[src/rtl/alu_op_decoder_if.sv]
// Handshake bundle between instruction fetch, the op decoder and the ALU issue side.
interface alu_op_decoder_if #(
  parameter int CNT_W = 8
);
  logic             flush;
  logic             in_valid;
  logic [8:0]       inst;
  logic             in_ready;
  logic             out_valid;
  logic             out_ready;
  logic [3:0]       op_o;
  logic [3:0]       reg_o;
  logic             is_alu_o;
  logic             illegal_o;
  logic [CNT_W-1:0] illegal_cnt;

  // Fetch/issue side: drives instructions in and consumes decoded entries.
  modport master (
    output flush, in_valid, inst, out_ready,
    input  in_ready, out_valid, op_o, reg_o, is_alu_o, illegal_o, illegal_cnt
  );

  // Decoder side.
  modport slave (
    input  flush, in_valid, inst, out_ready,
    output in_ready, out_valid, op_o, reg_o, is_alu_o, illegal_o, illegal_cnt
  );
endinterface

[src/rtl/alu_op_decoder.sv]
// Decode stage: turns 9-bit instruction words into ALU op codes, buffers up to
// two decoded entries in a skid FIFO and keeps a saturating illegal-op count.
module alu_op_decoder #(
  parameter int CNT_W = 8
) (
  input logic             Clk,
  input logic             Reset,
  alu_op_decoder_if.slave bus
);

  typedef enum logic [3:0] {
    OP_ADD  = 4'd0,
    OP_LSH  = 4'd1,
    OP_RSH  = 4'd2,
    OP_OR   = 4'd3,
    OP_XOR  = 4'd4,
    OP_AND  = 4'd5,
    OP_SUB  = 4'd6,
    OP_CLR  = 4'd7,
    OP_XORA = 4'd8
  } op_mne_e;

  typedef struct packed {
    logic [3:0] op;
    logic [3:0] rd;
    logic       is_alu;
    logic       illegal;
  } entry_t;

  // Undefined ALU op fields collapse to CLR so the ALU never sees an unknown code.
  function automatic entry_t decode(input logic [8:0] w);
    entry_t e;
    e.rd = w[3:0];
    if (w[8]) begin
      e.op      = OP_CLR;
      e.is_alu  = 1'b0;
      e.illegal = 1'b0;
    end else if (w[7:4] > 4'd8) begin
      e.op      = OP_CLR;
      e.is_alu  = 1'b1;
      e.illegal = 1'b1;
    end else begin
      e.op      = w[7:4];
      e.is_alu  = 1'b1;
      e.illegal = 1'b0;
    end
    return e;
  endfunction

  logic [1:0]       count_q, count_d;
  entry_t           head_q, head_d;
  entry_t           tail_q, tail_d;
  logic [CNT_W-1:0] cnt_q, cnt_d;

  logic   push;
  logic   pop;
  logic   out_valid;
  entry_t new_entry;

  // in_ready comes from occupancy only, so there is no ready path from the ALU side.
  assign bus.in_ready = (count_q != 2'd2);
  assign out_valid    = (count_q != 2'd0);
  assign bus.out_valid = out_valid;

  // A flushed push is dropped entirely, including from the illegal count.
  assign push      = bus.in_valid && bus.in_ready && !bus.flush;
  assign pop       = out_valid && bus.out_ready;
  assign new_entry = decode(bus.inst);

  // Head drives the outputs; an empty buffer presents zeros.
  assign bus.op_o        = out_valid ? head_q.op      : 4'd0;
  assign bus.reg_o       = out_valid ? head_q.rd      : 4'd0;
  assign bus.is_alu_o    = out_valid ? head_q.is_alu  : 1'b0;
  assign bus.illegal_o   = out_valid ? head_q.illegal : 1'b0;
  assign bus.illegal_cnt = cnt_q;

  // Next-state for the two-slot FIFO and the saturating illegal counter.
  always_comb begin
    count_d = count_q;
    head_d  = head_q;
    tail_d  = tail_q;
    cnt_d   = cnt_q;

    if (bus.flush) begin
      count_d = 2'd0;
    end else begin
      unique case ({push, pop})
        2'b10: begin
          if (count_q == 2'd0) head_d = new_entry;
          else                 tail_d = new_entry;
          count_d = count_q + 2'd1;
        end
        2'b01: begin
          head_d  = tail_q;
          count_d = count_q - 2'd1;
        end
        2'b11: begin
          if (count_q == 2'd1) begin
            head_d = new_entry;
          end else begin
            head_d = tail_q;
            tail_d = new_entry;
          end
        end
        default: begin
        end
      endcase
    end

    if (push && new_entry.illegal && (cnt_q != '1)) begin
      cnt_d = cnt_q + 1'b1;
    end
  end

  // State registers, cleared asynchronously by Reset.
  always_ff @(posedge Clk or posedge Reset) begin
    if (Reset) begin
      count_q <= 2'd0;
      head_q  <= '0;
      tail_q  <= '0;
      cnt_q   <= '0;
    end else begin
      count_q <= count_d;
      head_q  <= head_d;
      tail_q  <= tail_d;
      cnt_q   <= cnt_d;
    end
  end

endmodule

[src/flat_wrapper.sv]
// flat-port wrapper written by rule: the top's interface ports become plain ports
module alu_op_decoder_flat 
#(
  parameter int CNT_W = 8
)
  (Clk, Reset, bus_flush, bus_in_valid, bus_inst, bus_out_ready, bus_in_ready, bus_out_valid, bus_op_o, bus_reg_o, bus_is_alu_o, bus_illegal_o, bus_illegal_cnt);
  alu_op_decoder_if #(.CNT_W(CNT_W)) bus_i ();
  input logic Clk;
  input logic Reset;
  input wire logic [$bits(bus_i.flush)-1:0] bus_flush;
  input wire logic [$bits(bus_i.in_valid)-1:0] bus_in_valid;
  input wire logic [$bits(bus_i.inst)-1:0] bus_inst;
  input wire logic [$bits(bus_i.out_ready)-1:0] bus_out_ready;
  output wire logic [$bits(bus_i.in_ready)-1:0] bus_in_ready;
  output wire logic [$bits(bus_i.out_valid)-1:0] bus_out_valid;
  output wire logic [$bits(bus_i.op_o)-1:0] bus_op_o;
  output wire logic [$bits(bus_i.reg_o)-1:0] bus_reg_o;
  output wire logic [$bits(bus_i.is_alu_o)-1:0] bus_is_alu_o;
  output wire logic [$bits(bus_i.illegal_o)-1:0] bus_illegal_o;
  output wire logic [$bits(bus_i.illegal_cnt)-1:0] bus_illegal_cnt;
  assign bus_i.flush = bus_flush;
  assign bus_i.in_valid = bus_in_valid;
  assign bus_i.inst = bus_inst;
  assign bus_i.out_ready = bus_out_ready;
  assign bus_in_ready = bus_i.in_ready;
  assign bus_out_valid = bus_i.out_valid;
  assign bus_op_o = bus_i.op_o;
  assign bus_reg_o = bus_i.reg_o;
  assign bus_is_alu_o = bus_i.is_alu_o;
  assign bus_illegal_o = bus_i.illegal_o;
  assign bus_illegal_cnt = bus_i.illegal_cnt;
  alu_op_decoder #(.CNT_W(CNT_W)) u_core (.Clk(Clk), .Reset(Reset), .bus(bus_i));
endmodule
[config.mk]
export PLATFORM = sky130hd
export DESIGN_NAME = alu_op_decoder_flat
export DESIGN_NICKNAME = d
export VERILOG_FILES = /design/src/rtl/alu_op_decoder_if.sv /design/src/rtl/alu_op_decoder.sv /design/src/flat_wrapper.sv
export SDC_FILE = /design/constraint.sdc
export NUM_CORES = 1
export LEC_CHECK = 0
export CORE_MARGIN = 2
export CORE_UTILIZATION = 50
export CTS_BUF_LIST = sky130_fd_sc_hd__clkbuf_16
export DETAILED_ROUTE_END_ITERATION = 10
export MAX_ROUTING_LAYER = met4
export PLACE_DENSITY = 0.81
export SYNTH_ARGS = -nofsm -noshare
export SYNTH_HDL_FRONTEND = slang
export SYNTH_SLANG_ARGS = --single-unit
[constraint.sdc]
create_clock -name Clk -period 2.4 [get_ports Clk]
set_input_delay 0.6 -clock Clk [delete_from_list [all_inputs] [get_ports Clk]]
set_output_delay 0.6 -clock Clk [all_outputs]
set_load 0.01 [all_outputs]
==> results of run 1 <==
-- layout by cell type, fill, tap and decap left out, types with 2 or more instances in the layout --
master            n
nand3_1           2
clkbuf_16         5
a31oi_1           2
nor3_1            2
mux2_2           13
clkdlybuf4s50_1  33
buf_4             3
mux2i_1          10
nor2b_1          10
nand2_1          19
a21oi_1           3
dfrtp_1          30
nor2_1            7
o21ai_0          12
inv_1             9
nand2b_1          2
and2_1            2
nand4_1           3
ha_1              3
xnor2_1           2
xor2_1            2
-- cells by family (layout without fill, tap and decap cells) --
logic type	count (synthesis)	after routing	synth area share [%]
flops	30	30	48.0
simple gates	56	56	19.8
buf+inv	12	50	3.36
fa+ha+maj	4	4	3.20
mux	23	23	15.7
compound gates	21	21	7.67
xor+xnor	4	4	2.24
-- how the worst min path moves through the flow --
stage                                    to  cells past startpoint  slack, ns
2_1_floorplan  u_core.head_q[0]$_DFFE_PP0P_                      2       0.44
5_1_grt        u_core.head_q[3]$_DFFE_PP0P_                      2       0.51
3_5_place_dp   u_core.head_q[4]$_DFFE_PP0P_                      2       0.46
3_3_place_gp   u_core.head_q[8]$_DFFE_PP0P_                      2       0.46
4_1_cts        u_core.head_q[4]$_DFFE_PP0P_                      2       0.47
6_report       u_core.head_q[4]$_DFFE_PP0P_                      2       0.47
-- flip-flops by register name, indices dropped and copies added (netlist names) --
register and cells:
u_core.bus.illegal_cnt 8, u_core.count_q 2, u_core.tail_q 10, u_core.head_q 10
-- cell type report --
cell class / instances / area share [%]
repair buffers: 36 / 17.1
inverters: 7 / 1.27
flip-flops and latches: 30 / 36.3
multi-input cells: 108 / 37.0
clock inverters: 2 / 0.363
well taps: 33 / 2.00
clock buffers: 5 / 6.05
-- timing repair --
| action | 4_1_cts | 5_1_grt |
|---|---|---|
| gates resized for setup | 0 | 1 |
| buffers inserted | 0 | 0 |
| endpoints found under the setup margin | 0 | 11 |
-- power by group through the flow --
stage	clock (W)	sequential, W	combinational (W)
finish	0.000560	0.000803	0.000665
CTS	0.000567	0.000804	0.000669
global route	0.000596	0.000828	0.000745
floorplan	0	0.000791	0.000405
detailed placement	0	0.000810	0.000665
global placement	0	0.000793	0.000640
-- per-layer routing --
metal  GRT usage, %  vias up  share of wire [%]
met5              -        -                  0
met4           7.94        0                1.8
met3           5.19       10                5.0
met2           31.1       40                 48
met1           24.9      582                 45
li1               -      588                  -
-- worst register-to-register path, delay by kind of cell (launching register included) --
family	cells	cell delay, ns
XOR/XNOR	1	0.14
adder cells (fa/ha/maj)	1	0.26
buffers and inverters	2	0.28
flip-flops	1	0.34
AND/OR/NAND/NOR	3	0.71
-- stage by stage --
stage / std cells / area, um2 / total power, W
2_1_floorplan: 150 / 1570 / 0.00120
3_3_place_gp: 214 / 1930 / 0.00143
3_5_place_dp: 214 / 1930 / 0.00148
4_1_cts: 221 / 2070 / 0.00204
5_1_grt: 221 / 2070 / 0.00217
6_report: 221 / 2070 / 0.00203
==> out/qor.csv, run 1 <==
stage;metric;value;unit
critical_path;startpoint_type;register;
critical_path;cp_max_fo;14;
placed_design;io_buffers;33;
synth;synth_edf_count;0;
worst_hold_path;worstHoldStart;u_core.head_q[4]$_DFFE_PP0P_;
final_layout;fillers;241;
die;ios;34;
timing;fin_crit;2.25;ns
critical_path;cp.depth;4;
critical_path;worstRegToRegCells;7;
timing;tns;0;ns
global_routing;grt_pass1_wl;5110;um
timing;holdWs;0.472;ns
routing;vias;1220;
timing;fin_crit_sh;93.8;%
timing;fin_ws;0.148;ns
timing;maxSlewViolCount;0;
die;die_h;60.0;um
die;die_x;60.0;um
critical_path;r2r_start;u_core.count_q[0]$_DFFE_PP0P_;
critical_path;crit_buf_inv;2;
timing;setup_viol;0;
timing;fmax;444;MHz
outcome;outcome;completed;
power_and_ir_drop;combPwrFrac;32.8;%
routing;drc_errors;0;
synth;ys_ff_latch;30;
critical_path;reg2reg_to;u_core.bus.illegal_cnt[7]$_DFFE_PP0P_;
global_routing;grt_usage;20.0;%
critical_path;cp-end-kind;output pin;
synth;yosysSeqAreaShare;48.0;%
critical_path;cp-endpoint;bus_reg_o[1];
synth;synth_flop_cell;dfrtp_1;
routing;drtPass1Iterations;5;
synth;synth_top_area_share;48.0;%
timing;relSlewSlack;69.0;%
critical_path;cpPeakStageDelay;0.48;ns
synth;netlist_top_cells_count;30 x dfrtp_1, 19 x nand2_1, 13 x mux2_2;
power_and_ir_drop;total_leakage_power;0.885;nW
power_and_ir_drop;switching_share;29.4;%
power_and_ir_drop;p_seq_share;39.6;%
placed_design;gp_congestion;0.799;
timing;worstMarginPinSlew;0.465;ns
synth;yosys.area.top_type;dfrtp_1;
die;initial_core_util;52.1;%
critical_path;startpoint;u_core.count_q[0]$_DFFE_PP0P_;
critical_path;crit_slowest_cell;clkdlybuf4s50_1;
die;std_cell_rows;20;
synth;syn_inst;150;
cts;clock_sinks;30;
cts;root_buffer;clkbuf_16;
cts;holdBufCountCts;0;
final_layout;diodes;0;
synth;syn_nets;168;
synth;syn_area_per_cell;10.4;um2
power_and_ir_drop;power_density;980;nW/um2
routing;antenna_left;0;
routing;wl;3040;um
routing;drt-vias-per-instance;5.52;
die;dieArea;3590;um2
final_layout;multi_input_area;764;um2
final_layout;finish.utilization;68.9;%
cts;clock_latency;0.27;ns
routing;drt_iter0_drc;61;
placed_design;dp_hpwl;2270;um
final_layout;area_growth_syn_to_layout;32.1;%
cts;cts_tree;done;
die;core_area;3000;um2
power_and_ir_drop;clockPowerShare;27.6;%
global_routing;antenna_found_initial;0;
synth;synth_cell_types;33;
power_and_ir_drop;p_sw;0.000595;W
cts;cts_buffers;5;
critical_path;path_class;reg -> out;
cts;clk_path_buf_depth;2;
power_and_ir_drop;irDropWorstVdd;0.484;mV
synth;synth.most_common_cell;dfrtp_1;
synth;ys.warnings.count;0;
final_layout;drive_above_1_share;14.4;%
critical_path;crit_chain;inv_1 -> ha_2 -> nor2b_1 -> clkdlybuf4s50_1;
critical_path;r2r_slack;0.54;ns
critical_path;arrival;1.65;ns
placed_design;pre_cts_slack;0.0766;ns
synth;synth_area_leaders;dfrtp_1 48%, mux2_2 9.4%, mux2i_1 6.4%;
power_and_ir_drop;p_int;0.00143;W
cts;cts.clk_slew.worst_paths;0.05;ns
worst_hold_path;hold_class;reg -> reg;
global_routing;grt_max_degree;31;
timing;finClkSkew;0.00211;ns
routing;wl_per_cell;13.8;um
global_routing;overflow;0;
timing;final_hold_viol_count;0;
run;timing.max_cap.violations;0;
synth;synth.cell_area;1570;um2
critical_path;critPathTopFamily;buffers and inverters;
critical_path;crit_required;1.80;ns
global_routing;grt_pass1_vias;1190;
timing;rsz0062_at_grt;false;
final_layout;nNetsFinal;206;
cts;htree_levels;2;
synth;synthArstFlopShare;100;%
final_layout;regArea;751;um2
(Power assumes the default switching activity.)
==> inputs of run 2 (changes only) <==
- CTS_CLUSTER_DIAMETER: unset -> 80
==> results of run 2 <==
Same layout as run 1: the final DEF is identical, and so are final timing and power.
